`src/rtl/cnn_pkg.sv`:
```
// Shared CNN datapath definitions: conv/feature widths, saturation limits,
// signed max and shift-then-saturate helpers.
package cnn_pkg;

    localparam int CONV_OUT_W = 32;
    localparam int FEAT_W     = 16;

    typedef logic signed [CONV_OUT_W-1:0] conv_t;
    typedef logic signed [FEAT_W-1:0]     feat_t;

    localparam conv_t SAT_MAX = conv_t'((1 << (FEAT_W - 1)) - 1);
    localparam conv_t SAT_MIN = -conv_t'(1 << (FEAT_W - 1));

    function automatic conv_t smax(input conv_t a, input conv_t b);
        return (a > b) ? a : b;
    endfunction

    // Floor division by 2^sh, then clamp into the feature range.
    function automatic feat_t sat_shift(input conv_t x, input int unsigned sh);
        conv_t q;
        q = x >>> sh;
        if (q > SAT_MAX)
            return feat_t'(SAT_MAX);
        else if (q < SAT_MIN)
            return feat_t'(SAT_MIN);
        else
            return feat_t'(q);
    endfunction

endpackage

```
`src/rtl/maxpool2_requant_if.sv`:
```
// Streaming bus between the conv engine, the pooling stage and its consumer.
import cnn_pkg::*;

interface maxpool2_requant_if #(
    parameter int IN_W  = CONV_OUT_W,
    parameter int OUT_W = FEAT_W
);
    logic                    iValid;
    logic signed [IN_W-1:0]  iX;
    logic                    oValid;
    logic signed [OUT_W-1:0] oY;
    logic                    oFrameDone;

    modport master (output iValid, iX, input oValid, oY, oFrameDone);
    modport slave  (input iValid, iX, output oValid, oY, oFrameDone);
endinterface

```
`src/rtl/maxpool2_linebuf.sv`:
```
// Holds the horizontal pair maxima of the previous even row, one per pooled column.
import cnn_pkg::*;

module maxpool2_linebuf #(
    parameter int DEPTH = 14,
    parameter int W     = CONV_OUT_W,
    parameter int AW    = (DEPTH > 1) ? $clog2(DEPTH) : 1
) (
    input  logic                iCLK,
    input  logic                iRST,
    input  logic                we,
    input  logic [AW-1:0]       waddr,
    input  logic signed [W-1:0] wdata,
    input  logic [AW-1:0]       raddr,
    output logic signed [W-1:0] rdata
);
    logic signed [W-1:0] mem [DEPTH];

    always_ff @(posedge iCLK or posedge iRST) begin
        if (iRST) begin
            for (int i = 0; i < DEPTH; i++)
                mem[i] <= '0;
        end else if (we) begin
            mem[waddr] <= wdata;
        end
    end

    assign rdata = mem[raddr];
endmodule

```
`src/rtl/maxpool2_requant.sv`:
```
// 2x2 stride-2 max pool over the conv output stream, requantized to feature width.
// Optional ReLU before the shift when MAXPOOL2_RELU_EN is defined.
import cnn_pkg::*;

module maxpool2_requant #(
    parameter int IN_W  = CONV_OUT_W,
    parameter int OUT_W = FEAT_W,
    parameter int COLS  = 28,
    parameter int ROWS  = 28,
    parameter int SHIFT = 8
) (
    input  logic              iCLK,
    input  logic              iRST,
    maxpool2_requant_if.slave bus
);
    localparam int HCOLS = COLS / 2;
    localparam int CW    = (COLS > 1) ? $clog2(COLS) : 1;
    localparam int RW    = (ROWS > 1) ? $clog2(ROWS) : 1;
    localparam int AW    = (HCOLS > 1) ? $clog2(HCOLS) : 1;

    logic [CW-1:0]          col;
    logic [RW-1:0]          row;
    logic signed [IN_W-1:0] h, pair, lb_rd, m, m_q;
    logic                   col_last, row_last, lb_we, fire;
    logic                   vld_p1, done_p1;
    logic signed [OUT_W-1:0] y_p1;

    assign col_last = (col == CW'(COLS - 1));
    assign row_last = (row == RW'(ROWS - 1));
    assign lb_we    = bus.iValid && col[0] && !row[0];
    assign fire     = bus.iValid && col[0] && row[0];

    always_ff @(posedge iCLK or posedge iRST) begin
        if (iRST) begin
            col <= '0;
            row <= '0;
        end else if (bus.iValid) begin
            if (col_last) begin
                col <= '0;
                row <= row_last ? '0 : row + 1'b1;
            end else begin
                col <= col + 1'b1;
            end
        end
    end

    always_ff @(posedge iCLK or posedge iRST) begin
        if (iRST)
            h <= '0;
        else if (bus.iValid && !col[0])
            h <= bus.iX;
    end

    assign pair = smax(h, bus.iX);

    maxpool2_linebuf #(.DEPTH(HCOLS), .W(IN_W), .AW(AW)) u_linebuf (
        .iCLK  (iCLK),
        .iRST  (iRST),
        .we    (lb_we),
        .waddr (AW'(col >> 1)),
        .wdata (pair),
        .raddr (AW'(col >> 1)),
        .rdata (lb_rd)
    );

    assign m = smax(lb_rd, pair);

`ifdef MAXPOOL2_RELU_EN
    assign m_q = m[IN_W-1] ? '0 : m;
`else
    assign m_q = m;
`endif

    // Stage p1: registered pooled output, zero whenever no window completes
    always_ff @(posedge iCLK or posedge iRST) begin
        if (iRST) begin
            vld_p1  <= 1'b0;
            done_p1 <= 1'b0;
            y_p1    <= '0;
        end else begin
            vld_p1  <= fire;
            done_p1 <= fire && row_last && col_last;
            y_p1    <= fire ? sat_shift(m_q, SHIFT) : '0;
        end
    end

    assign bus.oValid     = vld_p1;
    assign bus.oY         = y_p1;
    assign bus.oFrameDone = done_p1;
endmodule

```
`src/flat_wrapper.sv`:
```
// flat-port wrapper written by rule: the top's interface ports become plain ports
module maxpool2_requant_flat 
#(
    parameter int IN_W  = CONV_OUT_W,
    parameter int OUT_W = FEAT_W,
    parameter int COLS  = 28,
    parameter int ROWS  = 28,
    parameter int SHIFT = 8
)
  (iCLK, iRST, bus_iValid, bus_iX, bus_oValid, bus_oY, bus_oFrameDone);
  maxpool2_requant_if #(.IN_W(IN_W), .OUT_W(OUT_W)) bus_i ();
  input  logic iCLK;
  input  logic iRST;
  input wire logic [$bits(bus_i.iValid)-1:0] bus_iValid;
  input wire logic [$bits(bus_i.iX)-1:0] bus_iX;
  output wire logic [$bits(bus_i.oValid)-1:0] bus_oValid;
  output wire logic [$bits(bus_i.oY)-1:0] bus_oY;
  output wire logic [$bits(bus_i.oFrameDone)-1:0] bus_oFrameDone;
  assign bus_i.iValid = bus_iValid;
  assign bus_i.iX = bus_iX;
  assign bus_oValid = bus_i.oValid;
  assign bus_oY = bus_i.oY;
  assign bus_oFrameDone = bus_i.oFrameDone;
  maxpool2_requant #(.IN_W(IN_W), .OUT_W(OUT_W), .COLS(COLS), .ROWS(ROWS), .SHIFT(SHIFT)) u_core (.iCLK(iCLK), .iRST(iRST), .bus(bus_i));
endmodule
```
`config.mk`:
```
export PLATFORM = sky130hd
export DESIGN_NAME = maxpool2_requant_flat
export DESIGN_NICKNAME = d
export VERILOG_FILES = /design/src/rtl/cnn_pkg.sv /design/src/rtl/maxpool2_requant_if.sv /design/src/rtl/maxpool2_linebuf.sv /design/src/rtl/maxpool2_requant.sv /design/src/flat_wrapper.sv
export SDC_FILE = /design/constraint.sdc
export NUM_CORES = 1
export LEC_CHECK = 0
export ABC_AREA = 1
export BUFFER_PORTS_ARGS = -buffer_cell sky130_fd_sc_hd__buf_4
export CAP_MARGIN = 20
export CELL_PAD_IN_SITES_DETAIL_PLACEMENT = 1
export CELL_PAD_IN_SITES_GLOBAL_PLACEMENT = 2
export CORE_ASPECT_RATIO = 0.5
export CORE_MARGIN = 2
export CORE_UTILIZATION = 37
export CTS_BUF_LIST = sky130_fd_sc_hd__clkbuf_4 sky130_fd_sc_hd__clkbuf_8
export DETAILED_ROUTE_END_ITERATION = 6
export GPL_ROUTABILITY_DRIVEN = 1
export PLACE_DENSITY = 0.86
export SYNTH_ARGS = -nofsm -noshare
export SYNTH_HDL_FRONTEND = slang
export SYNTH_SLANG_ARGS = --single-unit
export TNS_END_PERCENT = 20
```
`constraint.sdc`:
```
create_clock -name iCLK -period 17.9 [get_ports iCLK]
set_clock_uncertainty 0.1 [all_clocks]
set_input_delay 4.475 -clock iCLK [delete_from_list [all_inputs] [get_ports iCLK]]
set_output_delay 4.475 -clock iCLK [all_outputs]
set_load 0.02 [all_outputs]
```
==> qor.yml, run 1 <==
floorplan:
  pin_count: 53
  core_area_sq_mm: 0.0629
  fp-row-count: 65
  die-area_sq_mm: 0.0657
  initial_core_util_pct: 37.3
  die_height_um: 182
  die_w_um: 360
drt:
  via_count: 19600
  viasPerCell: 5.63
  drc: 0
  drt-initial-drc-count: 1732
  firstDrtPassIters: 5
  drt-wirelength-per-cell_um: 22.8
  finalWirelength_um: 79600
  drtAntennaViolNets: 0
worst_setup_path:
  crit_path_top_delay_cell: "o21ai_2"
  critPathBufInv: 5
  required_ns: 18.33
  worstSetupEndpointType: "register"
  arrival_ns: 10.54
  path_class: "input port to register"
  critPathLaunchType: "input port"
  critPathMaxStageDelay_ns: 0.81
  critPathTopFamily: "simple AND/OR/NAND/NOR gates"
  cpMostUsedCell: "nand2_1"
  critical_path_peak_fanout: 61
yosys:
  seq_area_frac_synth_pct: 54.1
  synth_edf_count: 0
  yosysWarnings: 0
  synthArstFlopShare_pct: 100
  synth_fp_nets: 2698
  synth_area_sq_mm: 0.0235
  synth_seq_cells: 508
  syn_avg_cell_area_sq_um: 9.05
  ys.flop_type: "dfrtp_1"
  yosysUniqueCellTypes: 49
  synthCells: 2597
timing:
  setup_tns_ns: 0
  tightestPinTransition_ns: 1.03
  setup_violations: 0
  final-hold-violation-count: 0
  max_slew_margin_pct: 31.5
  period_share_pct: 56.5
  period_needed_ns: 10.11
  rsz0062_at_grt: "no"
  slew_violations: 0
  fmax_ghz: 0.0989
global_route:
  grt_max_degree: 81
  grt_most_used_layer: "met2"
  grt_pass1_wl_um: 124000
  globalRouteTotalUtil_pct: 24.5
  grt_util_met2_pct: 37.4
  grt_overflow: 0
  grt_use_met3_pct: 4.55
  use_met1_pct: 35.9
  grt_pass1_vias: 20600
  antenna_found_initial: 2
power:
  ir_drop_v: 0.000132
  power.density_mw_per_mm2: 189
  p_comb_share_pct: 43.6
  leakage_nw: 12.4
  pwr-share-seq_pct: 34.7
  swShare_pct: 44.8
  p_clk_share_pct: 21.7
  p_int_mw: 2.75
  p_sw_mw: 2.24
placed_design:
  portBuffers: 52
  dp_hpwl_um: 48300
  gp_congestion: 0.868
clocking:
  post_cts_buffers: 0
  max-clock-path-buffers: 3
  clock_latency_ns: 0.65
  ctsHoldBuffers: 0
  cts_sinks: 508
  cts_resized: 0
  cts_inserted_buffers: 81
  clockRootBuffer: "clkbuf_8"
  htreeDepth: 3
  clk_pin_slew_worst_paths_ns: 0.06
  cts_tree: "built"
cells_and_area:
  nets: 2693
  utilization_pct: 42.0
  drive_above_1_share_pct: 11.7
  area_growth_pct: 12.4
flow_run:
  drv_cap: 0
worst_hold_path:
  hold_path_class: "register to register"
run_status:
  status: "completed"
## cell usage in the layout (no fill, tap or decap), drive strengths merged, types with 2 or more instances in the layout
cell	n
clkbuf	134
ha	66
or2	2
a21o	2
o21a	3
a2111o	16
nand4	25
o22a	7
clkinv	4
o22ai	27
o21ai	522
mux2i	23
nor3	5
nand3	54
a22o	19
and3	2
nor2	45
a211oi	9
dfrtp	508
nor3b	2
inv	116
a21oi	82
a22oi	155
a221oi	7
o221ai	8
buf	106
nand2	691
diode	3
## worst reg2reg max path: cells and delay by family, from the launching register on
kind,cells,cell delay [ns]
AO/OA/AOI/OAI,5,1.70
adder cells (fa/ha/maj),2,0.59
buffers and inverters,3,0.63
flip-flops,1,0.49
AND/OR/NAND/NOR,20,3.02
## through the flow
stage	hold slack, ns	total power [mW]	instance area, sq um	instances	worst slack (ns)
floorplan	0.353	3.15	23500	2597	6.43
global placement	0.366	3.80	24600	3343	7.37
detailed placement	0.374	3.88	24600	3344	7.17
CTS	0.388	4.98	26400	3484	7.86
global route	0.404	5.34	26400	3487	7.19
finish	0.385	4.99	26400	3489	7.79
## sequential cells by signal, summed over array words and instances (netlist names)
name	count
u_core.bus.oFrameDone	1
u_core.bus.oValid	1
u_core.bus.oY	16
u_core.col	5
u_core.h	32
u_core.row	5
u_core.u_linebuf.mem	448
## path summary, 6_finish.rpt
path | startpoint | to | slack (ns) | depth (start not counted)
worst max-delay path | bus_iX[13] | u_core.bus.oY[2] | 7.79 | 32
max in group asynchronous | iRST | u_core.u_linebuf.mem[295] | 11.02 | 6
worst max register to register | u_core.h[11] | u_core.bus.oY[2] | 11.27 | 30
worst min-delay path | u_core.u_linebuf.mem[294] | u_core.u_linebuf.mem[294] | 0.39 | 2
min in group asynchronous | iRST | u_core.u_linebuf.mem[139] | 3.69 | 2
worst min register to register | u_core.u_linebuf.mem[294] | u_core.u_linebuf.mem[294] | 0.39 | 2
## power by group through the flow
stage               sequential [mW]  combinational (mW)  clock [mW]
floorplan                      1.68                1.47           0
global placement               1.72                2.08           0
detailed placement             1.74                2.14           0
CTS                            1.72                2.15        1.10
global route                   1.77                2.42        1.15
finish                         1.73                2.17        1.08
## cell families after synthesis
family	count (synthesis)	synth area share, %
AO/OA/AOI/OAI	860	21.7
AND/OR/NAND/NOR	828	14.3
flip-flops	508	54.1
buffers and inverters	310	5.38
adder cells (fa/ha/maj)	66	3.51
multiplexers	24	1.03
XOR/XNOR	1	0.0373
## Yosys cell counts, types with 9 or more instances
| cell | count | area share (%) |
|---|---|---|
| buf_1 | 11 | 0.18 |
| inv_1 | 109 | 1.7 |
| nor2_2 | 9 | 0.24 |
| a22oi_1 | 155 | 4.9 |
| nor2_1 | 36 | 0.57 |
| o22ai_1 | 27 | 0.72 |
| nand4_1 | 24 | 0.64 |
| nand3_1 | 50 | 1.1 |
| a2111o_1 | 16 | 0.77 |
| o21ai_0 | 474 | 10 |
| o21ai_1 | 31 | 0.66 |
| buf_2 | 52 | 1.1 |
| dfrtp_1 | 508 | 54 |
| a22o_1 | 19 | 0.71 |
| a211oi_1 | 9 | 0.29 |
| clkbuf_1 | 124 | 2.0 |
| o21ai_2 | 17 | 0.63 |
| mux2i_1 | 23 | 0.98 |
| a21oi_1 | 81 | 1.7 |
| ha_1 | 66 | 3.5 |
| nand2_1 | 687 | 11 |
## layer usage
layer  vias to the layer above  wire [um]
met2                       532      35000
met3                       114       5130
met4                         0       1540
met5                         -          0
li1                       8927          -
met1                     10100      38000
## area by class of cell
cell class / instances / area, sq um
clock buffer: 134 / 1680
sequential: 508 / 12700
tap: 837 / 1050
fill: 7326 / 36500
antenna: 3 / 7.51
clock inverter: 6 / 58.8
timing repair buffer: 106 / 848
inverter: 116 / 442
multi-input combinational: 1779 / 9620
Note: power is estimated with default switching activity, not from simulation.
==> inputs of run 2 (changes only) <==
clock period = 8.83 ns   (was 17.9 ns; I/O delays follow)
==> run 2 against run 1 <==
Net effect:
- final cell count about the same
- non-clock buffer count up 3
- global-route usage up 0.22 points
- die area unchanged
- sequential share of layout area up 0.13 points
- worst setup slack worse by 6.5 ns
- combinational power up 110%
- power up 100%
- count of clock-buffer cells in the layout down 11
- design area down 0.28%
==> qor.yml, run 2 (synthesized netlist as in run 1, its figures left out) <==
worst_setup_path:
  endpoint: "u_core.bus.oY[3]"
  path_class: "input port to register"
  required_ns: 9.29
  critical_path_peak_fanout: 46
  critPathMaxStageDelay_ns: 0.62
  regToRegSetupSlack_ns: 2.54
  worstSetupEndpointType: "register"
  cpMostUsedCell: "nand2_1"
  ff2ff_path_depth: 27
  r2r_start: "u_core.h[15]"
  crit_path_top_delay_cell: "o21ai_2"
  arrival_ns: 7.96
  critPathLaunchType: "input port"
  timing.rr.end: "u_core.bus.oY[3]"
  crit_start: "bus_iX[15]"
drt:
  firstDrtPassIters: 5
  viasPerCell: 5.66
  drt-initial-drc-count: 1592
  via_count: 19700
  finalWirelength_um: 80600
  drc: 0
  drtAntennaViolNets: 0
  drt-wirelength-per-cell_um: 23.1
worst_hold_path:
  hold_path_class: "register to register"
floorplan:
  die-area_sq_mm: 0.0657
  pin_count: 53
  core_area_sq_mm: 0.0629
  initial_core_util_pct: 37.3
  die_height_um: 182
  fp-row-count: 65
  die_w_um: 360
timing:
  period_needed_ns: 7.50
  rsz0062_at_grt: "no"
  slew_violations: 0
  tightestPinTransition_ns: 1.07
  fmax_ghz: 0.133
  final-hold-violation-count: 0
  max_slew_margin_pct: 28.9
  holdWs_ns: 0.384
  setup_violations: 0
  period_share_pct: 84.9
global_route:
  grt_overflow: 0
  antenna_found_initial: 1
  grt_pass1_vias: 20500
  grt_max_degree: 187
  grt_pass1_wl_um: 125000
  globalRouteTotalUtil_pct: 24.7
placed_design:
  gp_congestion: 0.824
  portBuffers: 52
  dp_hpwl_um: 47800
clocking:
  post_cts_buffers: 0
  htreeDepth: 3
  cts_resized: 0
  clk_pin_slew_worst_paths_ns: 0.07
  cts_sinks: 508
  cts_tree: "built"
  clock_latency_ns: 0.67
  max-clock-path-buffers: 3
  ctsHoldBuffers: 0
  clockRootBuffer: "clkbuf_8"
  cts_inserted_buffers: 78
cells_and_area:
  utilization_pct: 41.8
  nets: 2693
  fill_cells: 7265
  largest_reg_flops: 448
  area_growth_pct: 12.0
  regMostFlops: "u_core.u_linebuf.mem"
  drive_above_1_share_pct: 11.6
  layout_commonest_cell: "nand2_1"
  final_cell_mix: "684 x nand2_1, 508 x dfrtp_1, 474 x o21ai_0, 155 x a22oi_1, 108 x inv_1"
flow_run:
  drv_cap: 0
power:
  leakage_nw: 12.4
  ir_drop_v: 0.000191
  power.density_mw_per_mm2: 381
run_status:
  status: "completed"
run 2: worst max-delay path, delay by kind of cell:
kind	cells	cell delay [ns]
AO/OA/AOI/OAI	5	1.33
adder cells (fa/ha/maj)	2	0.70
buffers and inverters	4	0.91
AND/OR/NAND/NOR	18	2.79
run 2: per-stage QoR:
stage / worst slack [ns] / instances / total power, mW / setup TNS, ns / instance area, sq um
6_report: 1.33 / 3486 / 10.0 / 0 / 26300
5_1_grt: 0.871 / 3486 / 10.8 / 0 / 26300
4_1_cts: 1.45 / 3485 / 10.0 / 0 / 26300
3_5_place_dp: 0.741 / 3349 / 7.90 / 0 / 24700
3_3_place_gp: 0.935 / 3348 / 7.75 / 0 / 24700
2_1_floorplan: -0.374 / 2597 / 6.39 / -189.93 / 23500
run 2: how the worst min path moves through the flow:
stage | end | slack (ns) | startpoint | depth (start not counted)
final | u_core.u_linebuf.mem[384] | 0.38 | u_core.u_linebuf.mem[384] | 2
after global routing | u_core.u_linebuf.mem[273] | 0.41 | u_core.u_linebuf.mem[273] | 2
after CTS | u_core.u_linebuf.mem[384] | 0.39 | u_core.u_linebuf.mem[384] | 2
after detailed placement | u_core.u_linebuf.mem[21] | 0.37 | u_core.u_linebuf.mem[21] | 2
after global placement | u_core.u_linebuf.mem[67] | 0.37 | u_core.u_linebuf.mem[67] | 2
after floorplan | u_core.u_linebuf.mem[289] | 0.35 | u_core.u_linebuf.mem[289] | 2
run 2: report_power, final:
group	switching [mW]	internal (mW)	leakage [nW]
registers	0.451	3.04	6.68
logic	3.09	1.36	4.81
clock network	0.981	1.12	0.867
total	4.52	5.52	12.4
run 2: cell type report:
class / count / area [sq um] / area share [%]
inverter: 116 / 442 / 1.68
antenna: 1 / 2.50 / 0.00950
clock buffer: 123 / 1520 / 5.76
clock inverter: 13 / 103 / 0.389
timing repair buffer: 109 / 888 / 3.37
sequential: 508 / 12700 / 48.3
multi-input combinational: 1779 / 9630 / 36.6
tap: 837 / 1050 / 3.98
run 2: metal layers:
| layer | routed length (um) | track usage [%] |
|---|---|---|
| met1 | 39200 | 36.2 |
| met4 | 1560 | 5.86 |
| met5 | 0 | 0 |
| met2 | 35600 | 38.4 |
| met3 | 4270 | 3.99 |
==> inputs of run 3 (changes only) <==
CORE_UTILIZATION = 41   (was 37)
PLACE_DENSITY = 0.9   (was 0.86)
clock period = 7.2 ns   (was 8.83 ns; I/O delays follow)
==> run 3 against run 2 <==
Net effect:
- worst hold slack improved by 0.00063 ns
- power increased by 24%
- global-route usage increased by 3.1 points
- combinational power increased by 26%
- sequential share of layout area about the same
- count of clock-buffer cells in the layout increased by 1
- worst setup slack got worse by 0.56 ns
- register-to-register slack got worse by 1.0 ns
- critical path type unchanged
- final cell count decreased by 2.2%
- sequential cell count unchanged
==> qor.yml, run 3 (synthesized netlist as in run 1, its figures left out) <==
power:
  power.density_mw_per_mm2: 473
  total_power_mw: 12.4
  ir_drop_v: 0.000267
  leakage_nw: 12.4
worst_setup_path:
  timing.rr.end: "u_core.bus.oY[5]"
  r2r_start: "u_core.col[1]"
  crit_path_top_delay_cell: "inv_4"
  worstSetupEndpointType: "register"
  path_class: "input port to register"
  critical_path_peak_fanout: 46
  required_ns: 7.66
  critPathMaxStageDelay_ns: 0.42
  ff2ff_path_depth: 27
  critPathLaunchType: "input port"
  cpMostUsedCell: "nand2_1"
  regToRegSetupSlack_ns: 1.53
  arrival_ns: 6.89
cells_and_area:
  fill_cells: 6446
  utilization_pct: 46.9
  regMostFlops: "u_core.u_linebuf.mem"
  final_cell_mix: "684 x nand2_1, 508 x dfrtp_1, 474 x o21ai_0, 155 x a22oi_1, 113 x buf_4"
  drive_above_1_share_pct: 11.8
  layout_commonest_cell: "nand2_1"
  seq_area_sq_mm: 0.0127
  largest_reg_flops: 448
  nets: 2702
  multi_input_area_sq_mm: 0.00963
  area_growth_pct: 12.0
drt:
  met3WireLength_um: 5440
  wl_met1_um: 39300
  wl_met2_um: 34900
  finalWirelength_um: 81300
  via_count: 20000
  firstDrtPassIters: 5
  drc: 0
  routed.top_layer: "met4"
  drt-wirelength-per-cell_um: 23.8
  drt-initial-drc-count: 1989
  viasPerCell: 5.85
  drtAntennaViolNets: 0
timing:
  slew_violations: 0
  setup_violations: 0
  max_slew_margin_pct: 30.0
  period_share_pct: 89.3
  tightestPinTransition_ns: 1.05
  final-hold-violation-count: 0
  period_needed_ns: 6.43
  rsz0062_at_grt: "no"
  holdWs_ns: 0.385
  setup_tns_ns: 0
  fmax_ghz: 0.156
global_route:
  grt_pass1_vias: 20800
  grt_pass1_wl_um: 127000
  grt_max_degree: 134
  grt_overflow: 0
  globalRouteTotalUtil_pct: 27.8
  antenna_found_initial: 0
floorplan:
  initial_core_util_pct: 41.9
  die_w_um: 343
  pin_count: 53
  core_area_sq_mm: 0.0561
  die_height_um: 173
  fp-row-count: 61
  die-area_sq_mm: 0.0594
worst_hold_path:
  hold_path_class: "register to register"
  whs_path_depth: 2
  holdPathEnd: "u_core.u_linebuf.mem[373]"
  hold_start: "u_core.u_linebuf.mem[373]"
placed_design:
  portBuffers: 52
  dp_hpwl_um: 48800
  gp_congestion: 0.833
clocking:
  max-clock-path-buffers: 3
  cts_inserted_buffers: 76
  cts_tree: "built"
  htreeDepth: 3
  cts_sinks: 508
  clockRootBuffer: "clkbuf_8"
  ctsHoldBuffers: 0
  post_cts_buffers: 0
  cts_resized: 0
  clock_latency_ns: 0.66
  clk_pin_slew_worst_paths_ns: 0.06
flow_run:
  drv_cap: 0
run_status:
  status: "completed"
-- run 3: stage by stage --
step                setup slack [ns]  cells  instance area [sq um]
floorplan                      -1.60   2597                  23500
global placement               0.515   3278                  24700
detailed placement             0.216   3279                  24700
CTS                            0.839   3409                  26300
global route                   0.361   3409                  26300
finish                         0.769   3410                  26300
-- run 3: worst max-delay path by stage --
stage,startpoint,end,slack (ns),cells past startpoint
after floorplan,iRST,u_core.bus.oFrameDone,-1.60,1
after global placement,bus_iX[13],u_core.bus.oY[14],0.51,30
after detailed placement,bus_iX[31],u_core.bus.oY[5],0.22,32
after CTS,bus_iX[31],u_core.bus.oY[5],0.84,32
after global routing,bus_iX[31],u_core.bus.oY[5],0.36,30
final,bus_iX[31],u_core.bus.oY[5],0.77,32
-- run 3: layer usage --
layer	vias up	track usage (%)
li1	8942	-
met1	10300	42.1
met2	620	41.1
met3	121	4.91
met4	0	6.63
met5	-	0
-- run 3: area by class of cell --
class                      count  share of cell area (%)
multi-input combinational   1779                    36.6
inverter                     116                    1.68
tap                          756                    3.59
timing repair buffer         120                    3.75
sequential                   508                    48.3
clock buffer                 124                    5.86
antenna                        1                 0.00950
clock inverter                 6                   0.266
-- run 3: critical path, delay by kind of cell --
family / cells / cell delay [ns]
simple gates: 23 / 2.86
fa+ha+maj: 2 / 0.67
buf+inv: 4 / 0.89
compound gates: 3 / 0.63
-- run 3: where the power goes --
part / leakage (nW) / internal, mW / total (mW) / switching [mW]
Clock: 0.853 / 1.39 / 2.56 / 1.17
Combinational: 4.87 / 1.71 / 5.59 / 3.88
Sequential: 6.68 / 3.73 / 4.29 / 0.562
